<file path="config.mk">
export PLATFORM = sky130hd
export DESIGN_NAME = asc_hex_writer
export DESIGN_NICKNAME = d
export VERILOG_FILES = /design/src/rtl/hex_disp_pkg.sv /design/src/rtl/asc2seg_enc.sv /design/src/rtl/asc_hex_writer.sv
export SDC_FILE = /design/constraint.sdc
export NUM_CORES = 1
export LEC_CHECK = 0
export CORE_UTILIZATION = 26
export DETAILED_ROUTE_END_ITERATION = 16
export DONT_BUFFER_PORTS = 1
export GPL_TIMING_DRIVEN = 0
export PLACE_DENSITY_LB_ADDON = 0.3
export SYNTH_ARGS = -nofsm -noshare
export SYNTH_HDL_FRONTEND = slang
export SYNTH_SLANG_ARGS = --single-unit
</file>
<file path="constraint.sdc">
create_clock -name CLOCK_50 -period 1.97 [get_ports CLOCK_50]
set_input_delay 0.4925 -clock CLOCK_50 [delete_from_list [all_inputs] [get_ports CLOCK_50]]
set_output_delay 0.4925 -clock CLOCK_50 [all_outputs]
set_load 0.005 [all_outputs]
</file>
<file path="src/rtl/hex_disp_pkg.sv">
// Shared segment constants, FSM state type and the ASCII-to-7-segment encoder
// used by asc_hex_writer. Segment vectors are [0:6] = a..g, active-low.
package hex_disp_pkg;

  localparam logic [0:6] SEG_BLANK = 7'b111_1111;
  localparam logic [0:6] SEG_PLUS  = 7'b111_1000;
  localparam logic [0:6] SEG_MINUS = 7'b111_1110;
  localparam logic [0:6] SEG_A     = 7'b000_1000;
  localparam logic [0:6] SEG_P     = 7'b001_1000;

  localparam logic [0:6] SEG_DIGIT [0:9] = '{
    7'b000_0001, 7'b100_1111, 7'b001_0010, 7'b000_0110, 7'b100_1100,
    7'b010_0100, 7'b010_0000, 7'b000_1111, 7'b000_0000, 7'b000_0100
  };

  typedef enum logic [1:0] {
    ST_IDLE   = 2'd0,
    ST_CLEAR  = 2'd1,
    ST_COMMIT = 2'd2
  } state_e;

  function automatic logic [0:6] asc2seg(input logic [7:0] c);
    logic [0:6] seg;
    case (c)
      8'h30:        seg = SEG_DIGIT[0];
      8'h31:        seg = SEG_DIGIT[1];
      8'h32:        seg = SEG_DIGIT[2];
      8'h33:        seg = SEG_DIGIT[3];
      8'h34:        seg = SEG_DIGIT[4];
      8'h35:        seg = SEG_DIGIT[5];
      8'h36:        seg = SEG_DIGIT[6];
      8'h37:        seg = SEG_DIGIT[7];
      8'h38:        seg = SEG_DIGIT[8];
      8'h39:        seg = SEG_DIGIT[9];
      8'h41, 8'h61: seg = SEG_A;
      8'h50, 8'h70: seg = SEG_P;
      8'h2B:        seg = SEG_PLUS;
      8'h2D:        seg = SEG_MINUS;
      8'h20:        seg = SEG_BLANK;
      default:      seg = SEG_BLANK;
    endcase
    return seg;
  endfunction

endpackage

</file>
<file path="src/rtl/asc2seg_enc.sv">
// Combinational ASCII-to-segment encoder on the character write path.
module asc2seg_enc
  import hex_disp_pkg::*;
(
  input  logic [7:0] char_i,
  output logic [0:6] seg_o
);

  assign seg_o = asc2seg(char_i);

endmodule

</file>
<file path="src/rtl/asc_hex_writer.sv">
// Eight-digit ASCII 7-segment writer with a shadow buffer and commit/clear FSM.
// Optional blinking is enabled by defining ASC_HEX_BLINK_EN.
module asc_hex_writer
  import hex_disp_pkg::*;
#(
  parameter int NUM_DIGITS = 8
`ifdef ASC_HEX_BLINK_EN
  , parameter int BLINK_HALF_PERIOD = 25_000_000
`endif
) (
  input  logic       CLOCK_50,
  input  logic       RESET_N,
  input  logic [7:0] char_data,
  input  logic       char_valid,
  output logic       char_ready,
  input  logic       char_mode,
  input  logic [2:0] char_addr,
  input  logic       commit,
  input  logic       clear,
  output logic       busy,
`ifdef ASC_HEX_BLINK_EN
  input  logic [7:0] blink_mask,
`endif
  output logic [0:6] HEX0,
  output logic [0:6] HEX1,
  output logic [0:6] HEX2,
  output logic [0:6] HEX3,
  output logic [0:6] HEX4,
  output logic [0:6] HEX5,
  output logic [0:6] HEX6,
  output logic [0:6] HEX7
);

  state_e     state_q, state_d;
  logic [2:0] cnt_q, cnt_d;
  logic       ready_q, ready_d;
  logic [0:6] shadow_q [NUM_DIGITS];
  logic [0:6] shadow_d [NUM_DIGITS];
  logic [0:6] disp_q   [NUM_DIGITS];
  logic [0:6] disp_d   [NUM_DIGITS];
  logic [0:6] hex_view [NUM_DIGITS];
  logic [0:6] enc_seg;
  logic       accept;

  asc2seg_enc u_enc (
    .char_i (char_data),
    .seg_o  (enc_seg)
  );

  assign accept = char_valid & ready_q & (state_q == ST_IDLE);

  // Next-state, shadow-buffer write and visible-copy logic.
  always_comb begin
    state_d  = state_q;
    cnt_d    = cnt_q;
    shadow_d = shadow_q;
    disp_d   = disp_q;
    case (state_q)
      ST_IDLE: begin
        if (accept && char_mode) begin
          shadow_d[char_addr] = enc_seg;
        end else if (accept) begin
          for (int i = 1; i < NUM_DIGITS; i++) begin
            shadow_d[i] = shadow_q[i-1];
          end
          shadow_d[0] = enc_seg;
        end else begin
          shadow_d = shadow_q;
        end
        // clear takes priority; a simultaneous commit is dropped
        if (clear) begin
          state_d = ST_CLEAR;
          cnt_d   = 3'd0;
        end else if (commit) begin
          state_d = ST_COMMIT;
        end else begin
          state_d = ST_IDLE;
        end
      end
      ST_CLEAR: begin
        shadow_d[cnt_q] = SEG_BLANK;
        if (cnt_q == 3'd7) begin
          state_d = ST_IDLE;
        end else begin
          cnt_d = cnt_q + 3'd1;
        end
      end
      ST_COMMIT: begin
        disp_d  = shadow_q;
        state_d = ST_IDLE;
      end
      default: begin
        state_d = ST_IDLE;
      end
    endcase
    ready_d = (state_d == ST_IDLE);
  end

  // Control and buffer registers.
  always_ff @(posedge CLOCK_50 or negedge RESET_N) begin
    if (!RESET_N) begin
      state_q <= ST_IDLE;
      cnt_q   <= 3'd0;
      ready_q <= 1'b0;
      for (int i = 0; i < NUM_DIGITS; i++) begin
        shadow_q[i] <= SEG_BLANK;
        disp_q[i]   <= SEG_BLANK;
      end
    end else begin
      state_q  <= state_d;
      cnt_q    <= cnt_d;
      ready_q  <= ready_d;
      shadow_q <= shadow_d;
      disp_q   <= disp_d;
    end
  end

`ifdef ASC_HEX_BLINK_EN
  localparam int BW = $clog2(BLINK_HALF_PERIOD + 1);

  logic [BW-1:0] blink_cnt_q, blink_cnt_d;
  logic          phase_q, phase_d;
  logic [0:6]    hex_q [NUM_DIGITS];
  logic [0:6]    hex_d [NUM_DIGITS];

  // Blink timebase (phase 1 = shown) and masked output image built from next-cycle values.
  always_comb begin
    blink_cnt_d = blink_cnt_q;
    phase_d     = phase_q;
    if (blink_cnt_q == BW'(BLINK_HALF_PERIOD - 1)) begin
      blink_cnt_d = '0;
      phase_d     = ~phase_q;
    end else begin
      blink_cnt_d = blink_cnt_q + BW'(1);
    end
    for (int i = 0; i < NUM_DIGITS; i++) begin
      if (blink_mask[i] && !phase_d) begin
        hex_d[i] = SEG_BLANK;
      end else begin
        hex_d[i] = disp_d[i];
      end
    end
  end

  // Blink and output registers.
  always_ff @(posedge CLOCK_50 or negedge RESET_N) begin
    if (!RESET_N) begin
      blink_cnt_q <= '0;
      phase_q     <= 1'b1;
      for (int i = 0; i < NUM_DIGITS; i++) begin
        hex_q[i] <= SEG_BLANK;
      end
    end else begin
      blink_cnt_q <= blink_cnt_d;
      phase_q     <= phase_d;
      hex_q       <= hex_d;
    end
  end

  assign hex_view = hex_q;
`else
  assign hex_view = disp_q;
`endif

  assign char_ready = ready_q;
  assign busy       = (state_q != ST_IDLE);
  assign HEX0 = hex_view[0];
  assign HEX1 = hex_view[1];
  assign HEX2 = hex_view[2];
  assign HEX3 = hex_view[3];
  assign HEX4 = hex_view[4];
  assign HEX5 = hex_view[5];
  assign HEX6 = hex_view[6];
  assign HEX7 = hex_view[7];

endmodule

</file>
## After elaboration in Yosys (flattened, before gate mapping)

Cells that the tools add are included.

- Logic and storage cells: 78
- Bits in latches: 0
- Memories: 0
- Output and inout bits: 58
- Flip-flop bits (word level): 118
- Memory bits (writable): 0
- Bits in read-only memories: 0
- Bits of input ports: 17

- Equality and inequality tests: 22
- Add/subtract/negate cells: 1
- Divide/modulo/power cells: 0
- Reductions and logical operators: 11
- Shift-type cells: 0
- Magnitude comparators: 4
- Bitwise logic cells: 5
- $mul: 0
- Muxes and demuxes: 16

Operators by type and width:

| operator | count |
|---|---|
| 56-bit two-way mux | 2 |
| 56-bit case mux with 2 select lines | 1 |
| 7-bit case mux with 14 select lines | 1 |
| 8-bit by 6-bit equality test with 1-bit output (second input constant) | 12 |
| 56-bit bitwise mux | 1 |
| 56-bit OR | 1 |
| 7-bit demux with 3-bit select | 2 |
| 8-bit by 7-bit equality test with 1-bit output (second input constant) | 4 |
| 7-bit two-way mux | 2 |
| 4-bit greater-or-equal comparator (second input constant) | 2 |
| 4-bit by 1-bit < comparator with 1-bit output (second input constant) | 2 |
| 3-bit inverter with 4-bit output | 2 |
| 2-bit two-way mux | 3 |
| 3-bit two-way mux | 2 |
| 3-bit case mux with 2 select lines | 1 |
| 2-bit zero test | 2 |
| 2-bit != test (second input constant) | 2 |
| 2-bit case mux with 2 select lines | 1 |
| 2-bit nonzero test | 2 |
| 2-bit OR reduction | 2 |
| 3-bit by 1-bit adder with 3-bit output (second input constant) | 1 |
| 3-bit equality test (second input constant) | 1 |
| 1-bit logical AND | 3 |
| 3-bit by 2-bit != test with 1-bit output (second input constant) | 1 |
| 5 further kinds | 6 |

## Depth between registers and ports, before layout

Gate-level depths: netlist of the first run.

- Word-level depth: 8
- Mapped depth: 7
- Gate-level depth less buffers: 7

## Hierarchy

Synthesis of the first run repeated with hierarchy kept, for this count alone.

- Cells, all modules: 422
- Area, all modules: 5,632.9 µm²

By module, submodules not included:

| module | seq. area each (µm²) | times used | area an instance (µm²) | cells an instance |
|---|---|---|---|---|
| asc_hex_writer | 3,093.0 | 1 | 5,237.5 | 370 |
| asc2seg_enc | 0.0 | 1 | 395.4 | 52 |

## Worst setup path before layout of the first run

OpenSTA, ideal clock, no wires.

- Path kind: in2reg
- Start point: input port char_data[6]
- End point: register shadow_q[43] in the netlist's numbering
- Required time: 1,881 ps
- Data arrival time: 1,847 ps
- Buffers on the path: 0
- Setup slack: 34 ps
- Library setup time: 89 ps
- Cell stages on the path: 5
- Path through: or3b_2 -> o22ai_1 -> a21oi_4 -> a211oi_4 -> a21oi_1

- Longest elaborated chain between the ends: 6
- Elaborated cells on any way between the ends: 22
- Those cells by class: eq/ne: 16; mux: 4; reduce/logical: 2

Ends and longest elaborated chain:

| element | line | RTL |
|---|---|---|
| start: declaration | asc_hex_writer.sv:13 | `input logic [7:0] char_data,` |
| 8-bit by 7-bit equality test with 1-bit output | hex_disp_pkg.sv:24 | `case (c)` |
| 2-bit OR reduction | hex_disp_pkg.sv:24 |  |
| 7-bit case mux with 14 select lines (*) | hex_disp_pkg.sv:24 |  |
| 56-bit bitwise mux (*) | asc_hex_writer.sv:61 | `shadow_d[char_addr] = enc_seg;` |
| 56-bit two-way mux (*) | asc_hex_writer.sv:60 | `if (accept && char_mode) begin` |
| 56-bit case mux with 2 select lines (*) | asc_hex_writer.sv:58 | `case (state_q)` |
| end signal: assignment | asc_hex_writer.sv:113 | `shadow_q <= shadow_d;` |
| end: declaration | asc_hex_writer.sv:37 | `logic [0:6] shadow_q [NUM_DIGITS];` |

Mark *: on every way between the ends. The rest lies on a longest branch, timed or not.
A chain may end at the register's enable or synchronous reset.

## Final worst setup path of the first run

- Start point: register state_q[0]
- End point: register shadow_q[28] in the netlist's numbering

- Longest elaborated chain between the ends: 5
- Elaborated cells on any way between the ends: 9
- Those cells by class: eq/ne: 2; mux: 2; bitwise: 1; reduce/logical: 4

Ends and longest elaborated chain:

| element | line | RTL |
|---|---|---|
| start: declaration | asc_hex_writer.sv:34 | `state_e state_q, state_d;` |
| start signal: assignment | asc_hex_writer.sv:110 | `state_q <= state_d;` |
| 2-bit zero test | asc_hex_writer.sv:50, asc_hex_writer.sv:58 |  |
| 1-bit AND | asc_hex_writer.sv:50 | `assign accept = char_valid & ready_q & (state_q == ST_IDLE);` |
| 1-bit logical AND | asc_hex_writer.sv:60 |  |
| 56-bit two-way mux or 3-bit by 2-bit != test with 1-bit output (tied branches) | n/a |  |
| 56-bit case mux with 2 select lines or 2-bit AND reduction (tied branches) | n/a |  |

Parallel ways exist; a longest one is shown, timed or not.

==> flow_metrics.tcl, run 1 <==
set metrics [dict create \
    cp_max_fo 8 \
    power.switching_uw 2426 \
    synth_nets 511 \
    synth_top_area_frac 0.5248 \
    synth_area_um2 5608 \
    ioPinCount 75 \
    drv_cap 0 \
    yosysUniqueCellTypes 58 \
    maxSlewViolCount 0 \
    clockBufferDepth 2 \
    core_area_um2 21090 \
    hold_viol 32 \
    area.growth.synth_to_final_pct 18.30 \
    min_period_ns 1.912 \
    path_class "flip-flop to flip-flop" \
    io_buffer_count 0 \
    skew_ns 0.008711 \
    cts_sinks 118 \
    place.gp.congestion 0.8937 \
    critPathArrivalTime_ns 2.23 \
    wl_per_cell_um 20.12 \
    combPwrFrac 0.185 \
    power_frac_seq 0.453 \
    p_int_uw 6233 \
    vias 4160 \
    grt_usage 0.1528 \
    clk_pin_slew_ns 0.06 \
    h-tree-depth 4 \
    placementRows 53 \
    grt_pass1_wl_um 25160 \
    drt_wl_total_um 16060 \
    routed_via_density 5.213 \
    placed_cells 767 \
    fin_nets 530 \
    fmax_ghz 0.5230 \
    ant_nets 0 \
    n_antenna_cell 0 \
    status "complete, but fails checks" \
    cts_root_buf "clkbuf_16" \
    synth_area_per_cell_um2 11.40 \
    synth.top_cells.by_count "dfstp_2 (112), mux2_2 (57), a21oi_1 (46)" \
    drc 0 \
    power_density_nw_per_um2 1305 \
    fin_ws_ns 0.05784 \
    crit_path_end_kind "flip-flop" \
    die_w_um 148.9 \
    tightestPinTransition_ns 0.6498 \
    stdcell_area_um2 6634 \
    drt_iter0_drc 256 \
    synth_cells 492 \
    dp_slack_ns -0.4726 \
    start_kind "flip-flop" \
    overflow 0 \
    layout.cells.non_filler 798 \
    drive_gt1_frac 0.4589 \
    antenna_found_initial 0 \
    grt_pass1_vias 4267 \
    setup_viol 0 \
    dr.pass1.iters 5 \
    fp.dieH_um 148.9 \
    cp.required_ns 2.29 \
    violations "negative hold slack" \
    synthTopCellsByArea "dfstp_2 (52%), mux2_2 (11%), o22ai_1 (4.2%), a21oi_1 (4.1%), o21ai_0 (3.3%)" \
    cts_made_buffers 17 \
    clk_latency_ns 0.42 \
    holdCritPathClass "input port to asynchronous set/reset pin" \
    cts_tree "built" \
    dp_hpwl_um 11320 \
    clock_power_share 0.361 \
    switching_share 0.2802 \
    power_uw 8659 \
    dieArea_um2 22160 \
    rsz0062_at_grt "yes" \
    power.leakage_uw 0.002422 \
    maxSlewHeadroom 0.5613 \
    synth_warnings 0 \
    initial_core_util 0.2659 \
    ys_ff_latch 118 \
    synth_seq_area_share 0.5515 \
    grt_max_degree 119 \
    async_reset_ff_frac 1.000 \
    synth_edf_count 0 \
    holdWs_ns -0.1933 \
    synth_most_common_cell "dfstp_2" \
    period_share 0.9706 \
    synth-main-ff-cell "dfstp_2" \
    ir_drop_uv 523.4 \
    synth_top_area_cell "dfstp_2" \
    dpl_cell_area_um2 5952 \
]
## power by group through the flow
stage	clock network (uW)	registers, uW	logic, uW
finish	3130	3930	1600
global route	3310	4040	1760
CTS	3190	3980	1600
detailed placement	0	4020	1570
global placement	0	4000	1520
floorplan	0	3740	1260
## layout by cell type (no fill, tap or decap), types with 4 or more instances in the layout
master	count
a211o_1	4
clkbuf_16	17
clkbuf_1	15
clkbuf_4	4
a31oi_1	10
nor2b_1	5
nor3_1	4
o311ai_0	5
nand3b_1	4
o22ai_1	38
a21oi_2	4
clkinv_2	4
nor2_1	29
o21a_1	4
a21oi_1	42
buf_2	5
dfstp_2	112
mux2_2	57
o21ai_0	36
or3b_2	4
o22a_1	4
dfrtp_1	6
clkbuf_2	6
nand2b_1	7
nand2_1	29
## repair_timing
action	in CTS	in global routing
resized for setup	8	15
pin swaps	2	2
setup endpoints to repair	83	76
buffers inserted	1	2
hold endpoints to repair	118	118
## cells by family (layout without fill, tap and decap cells)
logic type                 after synthesis  in the layout  share of synthesized area
AOI/OAI and AO/OA                      171            171                     0.1952
xor gates and xnor gates                 1              1                   0.001562
adders and majority gates                2              2                   0.004462
buffers and inverters                   33             64                    0.02387
DFF                                    118            118                     0.5515
muxes                                   58             58                     0.1162
and+or+nand+nor                        109            109                     0.1071
## per-layer routing
layer	track usage	part of all wire	wire, um
met1	0.1877	0.41	6639
met2	0.2435	0.48	7706
met3	0.06086	0.090	1450
met4	0.05051	0.016	263
met5	0	0	0
## critical path, stage by stage (launching register included)
cell     delay (ns)
dfrtp_1        0.39
nor2b_1        0.19
or3_1          0.60
nor3_2         0.50
a21oi_1        0.13
## layout make-up
| class | count | area, um^2 |
|---|---|---|
| sequential | 118 | 3093 |
| inverter | 3 | 11.26 |
| fill | 2162 | 14450 |
| buffer | 27 | 130.1 |
| timing repair buffer | 3 | 60.06 |
| multi-input combinational | 341 | 2405 |
| clock inverter | 9 | 126.4 |
| clock buffer | 22 | 464.2 |
| tap | 275 | 344.1 |
## worst paths after layout
path                                         startpoint                       end  slack [ns]  depth (start not counted)
worst min-delay path                            RESET_N      cnt_q[2]$_DFFE_PN0P_       -0.19                          0
worst max register to register     state_q[0]$_DFF_PN0_  shadow_q[28]$_DFFE_PN1P_        0.06                          4
max in group asynchronous                       RESET_N       HEX0[0]$_DFFE_PN1N_        1.91                          0
worst max-delay path               state_q[0]$_DFF_PN0_  shadow_q[28]$_DFFE_PN1P_        0.06                          4
worst min register to register  shadow_q[4]$_DFFE_PN1P_   shadow_q[4]$_DFFE_PN1P_        0.51                          2
min in group CLOCK_50                             clear      state_q[1]$_DFF_PN0_        0.16                          1
## flip-flops by register name, indices dropped and copies added (netlist names)
signal	flops
state_q	2
shadow_q	56
HEX3	7
HEX2	7
char_ready	1
HEX7	7
HEX4	7
cnt_q	3
HEX1	7
HEX6	7
HEX5	7
HEX0	7
## per-stage QoR
step	utilization	TNS (ns)
4_1_cts	0.3116	0
5_1_grt	0.3146	-0.04693
6_report	0.3146	0
2_1_floorplan	-	0
3_5_place_dp	0.2822	-18.55
3_3_place_gp	0.2822	-16.04
No activity file was read; power rests on OpenSTA's default activity.
==> inputs of run 2 (changes only) <==
--- a/config.mk
+++ b/config.mk
@@ -5,6 +5,9 @@
 export SDC_FILE = /design/constraint.sdc
 export NUM_CORES = 1
 export LEC_CHECK = 0
+export CELL_PAD_IN_SITES_DETAIL_PLACEMENT = 0
+export CELL_PAD_IN_SITES_GLOBAL_PLACEMENT = 1
+export CORE_ASPECT_RATIO = 2
 export CORE_UTILIZATION = 26
 export DETAILED_ROUTE_END_ITERATION = 16
 export DONT_BUFFER_PORTS = 1
==> run 2 against run 1 <==
Compared with the run above: the run still ends with negative hold slack left; worst hold slack lost 0.011 ns; cell area is essentially flat; flip-flop and latch count is the same; utilization grew 0.13 points; combinational power grew 4%; critical path depth shrank 2; critical path type is now flip-flop to output port; highest routed layer unchanged.
==> flow_metrics.tcl, run 2 (synthesis results as in run 1) <==
set metrics [dict create \
    status "complete, but fails checks" \
    violations "negative hold slack" \
    path_class "flip-flop to output port" \
    setup_viol 0 \
    place.gp.congestion 0.8360 \
    fmax_ghz 0.5273 \
    ant_nets 0 \
    multi_input_comb_area_um2 2429 \
    core_area_um2 21020 \
    vias 4223 \
    cp_max_fo 10 \
    dp_hpwl_um 12860 \
    ir_drop_uv 441.8 \
    crit_path_end_kind "output port" \
    die_w_um 105.8 \
    routed_via_density 5.339 \
    grt_pass1_wl_um 26390 \
    ioPinCount 75 \
    maxSlewHeadroom 0.5848 \
    stdcell_area_um2 6640 \
    cp.required_ns 1.48 \
    power.leakage_uw 0.002447 \
    tightestPinTransition_ns 0.6227 \
    holdCritPathClass "input port to asynchronous set/reset pin" \
    h-tree-depth 4 \
    drt_wl_total_um 17520 \
    clk_latency_ns 0.42 \
    clk_pin_slew_ns 0.05 \
    drv_cap 0 \
    placementRows 75 \
    power_uw 8863 \
    area.sequential_um2 3093 \
    cts_made_buffers 17 \
    power_density_nw_per_um2 1335 \
    start_kind "flip-flop" \
    final_common_cell "dfstp_2" \
    fin_nets 529 \
    wl_per_cell_um 22.15 \
    critPathArrivalTime_ns 1.40 \
    grt_max_degree 119 \
    hold_viol 65 \
    drt_iter0_drc 246 \
    drc 0 \
    largest_register_ffs 56 \
    antenna_found_initial 0 \
    drive_gt1_frac 0.4655 \
    dpl_cell_area_um2 5944 \
    dr.pass1.iters 5 \
    top_register "shadow_q" \
    cts_tree "built" \
    fin_tns_setup_ns 0 \
    holdWs_ns -0.2047 \
    dieArea_um2 22200 \
    grt_usage 0.1625 \
    io_buffer_count 0 \
    maxSlewViolCount 0 \
    skew_ns 0.005779 \
    n_antenna_cell 0 \
    area.growth.synth_to_final_pct 18.41 \
    fp.dieH_um 209.7 \
    period_share 0.9626 \
    fill_cells 2188 \
    cts_root_buf "clkbuf_16" \
    cts_sinks 118 \
    clockBufferDepth 2 \
    rsz0062_at_grt "no" \
    overflow 0 \
    final_cell_mix "dfstp_2 (112), mux2_2 (57), a21oi_1 (42)" \
    min_period_ns 1.896 \
    initial_core_util 0.2668 \
    grt_pass1_vias 4379 \
]
## run 2: changes by cell type in the layout (fill, tap and decap cells not counted), sizes merged
cell      delta
buf          -1
bufinv       +1
clkinvlp     -1
## run 2: stage by stage
stage,worst slack (ns),util,cells
6_report,0.07368,0.3159,791
4_1_cts,0.008067,0.3142,790
5_1_grt,0.006310,0.3159,791
3_3_place_gp,-0.5710,0.2828,761
2_1_floorplan,0.03449,-,492
3_5_place_dp,-0.6167,0.2828,761
## run 2: what timing repair did
action                     4_1_cts  5_1_grt
setup endpoints to repair       86       59
hold endpoints to repair       118       99
setup buffers                    0        2
pin swaps                        0        2
gates resized for setup         15       13
## run 2: final timing paths
path	from	to	slack (ns)	cells past startpoint
max	state_q[1]$_DFF_PN0_	busy	0.07	2
max in group asynchronous	RESET_N	HEX7[3]$_DFFE_PN1N_	1.90	0
min reg2reg	shadow_q[4]$_DFFE_PN1P_	shadow_q[4]$_DFFE_PN1P_	0.51	2
max reg2reg	char_ready$_DFF_PN0_	shadow_q[5]$_DFFE_PN1P_	0.10	5
min in group CLOCK_50	clear	state_q[1]$_DFF_PN0_	0.15	1
min	RESET_N	cnt_q[1]$_DFFE_PN0P_	-0.20	0
## run 2: final cells by class
cell class,count,area share
clock inverters,9,0.02242
inverters,3,0.001696
well taps,269,0.05069
plain buffers,27,0.01997
flip-flops and latches,118,0.4658
multi-input cells,341,0.3657
repair buffers,2,0.002261
clock buffers,22,0.07142
## run 2: routing by layer
layer | wire length (um) | track usage
met4 | 668 | 0.09100
met2 | 9935 | 0.3049
met1 | 6018 | 0.1562
met3 | 901 | 0.04441
met5 | 0 | 0
## run 2: critical path: stages (launching register included)
cell,delay (ns)
dfrtp_1,0.40
clkbuf_1,0.23
or2_2,0.36
## run 2: power by group
part           leakage [uW]  internal (uW)  total (uW)  switching, uW
sequential          0.00125           3410        3900            491
combinational      0.000889            790        1670            883
clock              0.000310           2200        3290           1090
total               0.00245           6400        8860           2460
==> inputs of run 3 (changes only) <==
--- a/config.mk
+++ b/config.mk
@@ -5,6 +5,7 @@
 export SDC_FILE = /design/constraint.sdc
 export NUM_CORES = 1
 export LEC_CHECK = 0
+export ABC_CLOCK_PERIOD_IN_PS = 1970
 export CELL_PAD_IN_SITES_DETAIL_PLACEMENT = 0
 export CELL_PAD_IN_SITES_GLOBAL_PLACEMENT = 1
 export CORE_ASPECT_RATIO = 2
==> results of run 3 <==
No change in the layout: final DEF, timing and power equal those of run 2.
==> edit: new RTL, flow settings as in run 3 <==
The 3 states of `state_e` get a one-hot encoding in 3 bits.
--- a/src/rtl/hex_disp_pkg.sv
+++ b/src/rtl/hex_disp_pkg.sv
@@ -15,6 +15,6 @@
 
-  typedef enum logic [1:0] {
-    ST_IDLE   = 2'd0,
-    ST_CLEAR  = 2'd1,
-    ST_COMMIT = 2'd2
+  typedef enum logic [2:0] {
+    ST_IDLE   = 3'b001,
+    ST_CLEAR  = 3'b010,
+    ST_COMMIT = 3'b100
   } state_e;
Behaviour: no difference found for any inputs over 4 cycles, from zero or initial values and one cycle with RESET_N low; so few cycles prove little.
==> edit against run 3 <==
  * The flow still finishes with violations (hold timing)
  * Synthesized cell count shrank 5.7%
  * Total power grew 10%
  * Routed wire length shrank 7.4%
  * Count of clock-buffer cells in the layout grew 2
  * Synthesized area shrank 1.4%
  * Sequential cell count grew 1
  * Maximum frequency shrank 1.3%
  * Worst setup slack lost 0.025 ns
  * Cell area grew 3.4%
  * Critical endpoint is now shadow_q[35]$_DFFE_PN1P_
  * Largest cell class unchanged
  * Largest power group unchanged
==> edit: results (changes against run 3) <==
----------------------------------------------------
[Finish]
  Non-Clock Buffer Count ... 34 (+17%)
  Footprint of the flip-flops and latches ... 0.00312 mm2 (+0.89%)
  Area growth from synthesis to layout ... 24.2%
  Net count of the finished layout ... 515 (-2.6%)
  Multi-input combinational cell area ... 0.00247 mm2 (+1.9%)
  Fraction of final layout cells with drive strength greater than 1 ... 56.4% (+9.8 points)
  Layout multi-input combinational cell count ... 298 (-13%)
  Area fraction of clock buffers and clock inverters ... 8.80% (-0.59 points)
  Filler cells ... 2076 (-5.1%)
  Non-clk buf share ... 3.44% (+1.2 points)
  Non-clock inverter count ... 26 (+23)

[Route]
  Initial drt markers ... 186 (-24%)
  TritonRoute pass-1 iters ... 6 (+1)
  Via density ... 5.00 (-6.4%)

[Global route]
  Gr usage total ... 15.4% (-0.81 points)
  Global-route wire length before repair ... 24700 um (-6.4%)
  Number of global-route vias before repair ... 4059 (-7.3%)

[Critical path]
  Number of cells traversed by the worst register-to-register path ... 4 (-1)
  Worst setup path startpoint ... state_q[0]$_DFF_PN1_
  Data arrival at the endpoint of the critical path ... 2.24 ns (+0.84 ns)
  Delay contributed by the slowest stage of the critical path ... 0.54 ns (+0.14 ns)
  Worst-case register-to-register setup slack ... 0.05 ns (-0.05 ns)
  Largest delay contributor family on the critical path ... compound AO/OA/AOI/OAI gates

[Timing]
  Slew at the pin closest to its max-slew limit ... 0.855 ns (+0.232 ns)
  Period utilization ... 97.5% (+1.3 points)
  Final hold slack ... -0.231 ns (-0.0264 ns)
  Final Hold Viols ... 41 (-37%)

[Placed design]
  Final RePlAce weighted congestion ... 0.810 (-3.2%)
  HPWL after DPL ... 11800 um (-8.3%)

[Logic synthesis]
  Portion of the post-synthesis area used by sequential elements ... 56.4% (+1.2 points)
  Synthesized Nets ... 483 (-5.5%)
  Count of unique library cells instantiated by Yosys ... 53 (-8.6%)
  Synth Area in XOR/XNOR ... 0.158% (+0.0022 points)
  Combined area of all synthesized cells ... 0.00553 mm2 (-1.4%)
  Top area cells in the synthesized netlist ... sky130_fd_sc_hd__dfstp_2 54%, sky130_fd_sc_hd__mux2_2 12%, sky130_fd_sc_hd__a21oi_1 3.8%
  Average cell area after synthesis ... 11.9 um2 (+4.6%)

[Run status]
  Violations in the final reports ... hold timing
  Status ... finished, violations left

[Pwr]
  Cell Pwr Density ... 1420 mW/mm2 (+6.6%)

----------------------------------------------------
## edit: changes by cell type after synthesis, sizes merged, moves of 5 or more
cell,before,now
a21o,0,9
a21oi,48,43
a221oi,1,25
a31oi,10,0
clkbuf,21,13
inv,3,26
nand2,29,7
nor2,30,41
o21ai,37,4
o22ai,38,18
o311ai,5,0
## edit: metal layers
metal  routed length, um  track usage, %  vias up
li1                    -               -     1772
met1                5430            14.7     1981
met2                9410            29.1       99
met3                 742            4.64       36
met4                 645            8.16        0
met5                   0               0        -
## edit: cell families after synthesis
group           Yosys count
fa+ha+maj                 2
compound gates          123
flops                   119
simple gates            115
xor+xnor                  1
buf+inv                  47
mux                      57
## edit: what timing repair did
action | in CTS | in global routing
setup endpoints to repair | 94 | 86
buffers inserted | 3 | 13
pin swaps | 1 | 16
endpoints found under the hold margin | 119 | 119
gates resized for setup | 25 | 41
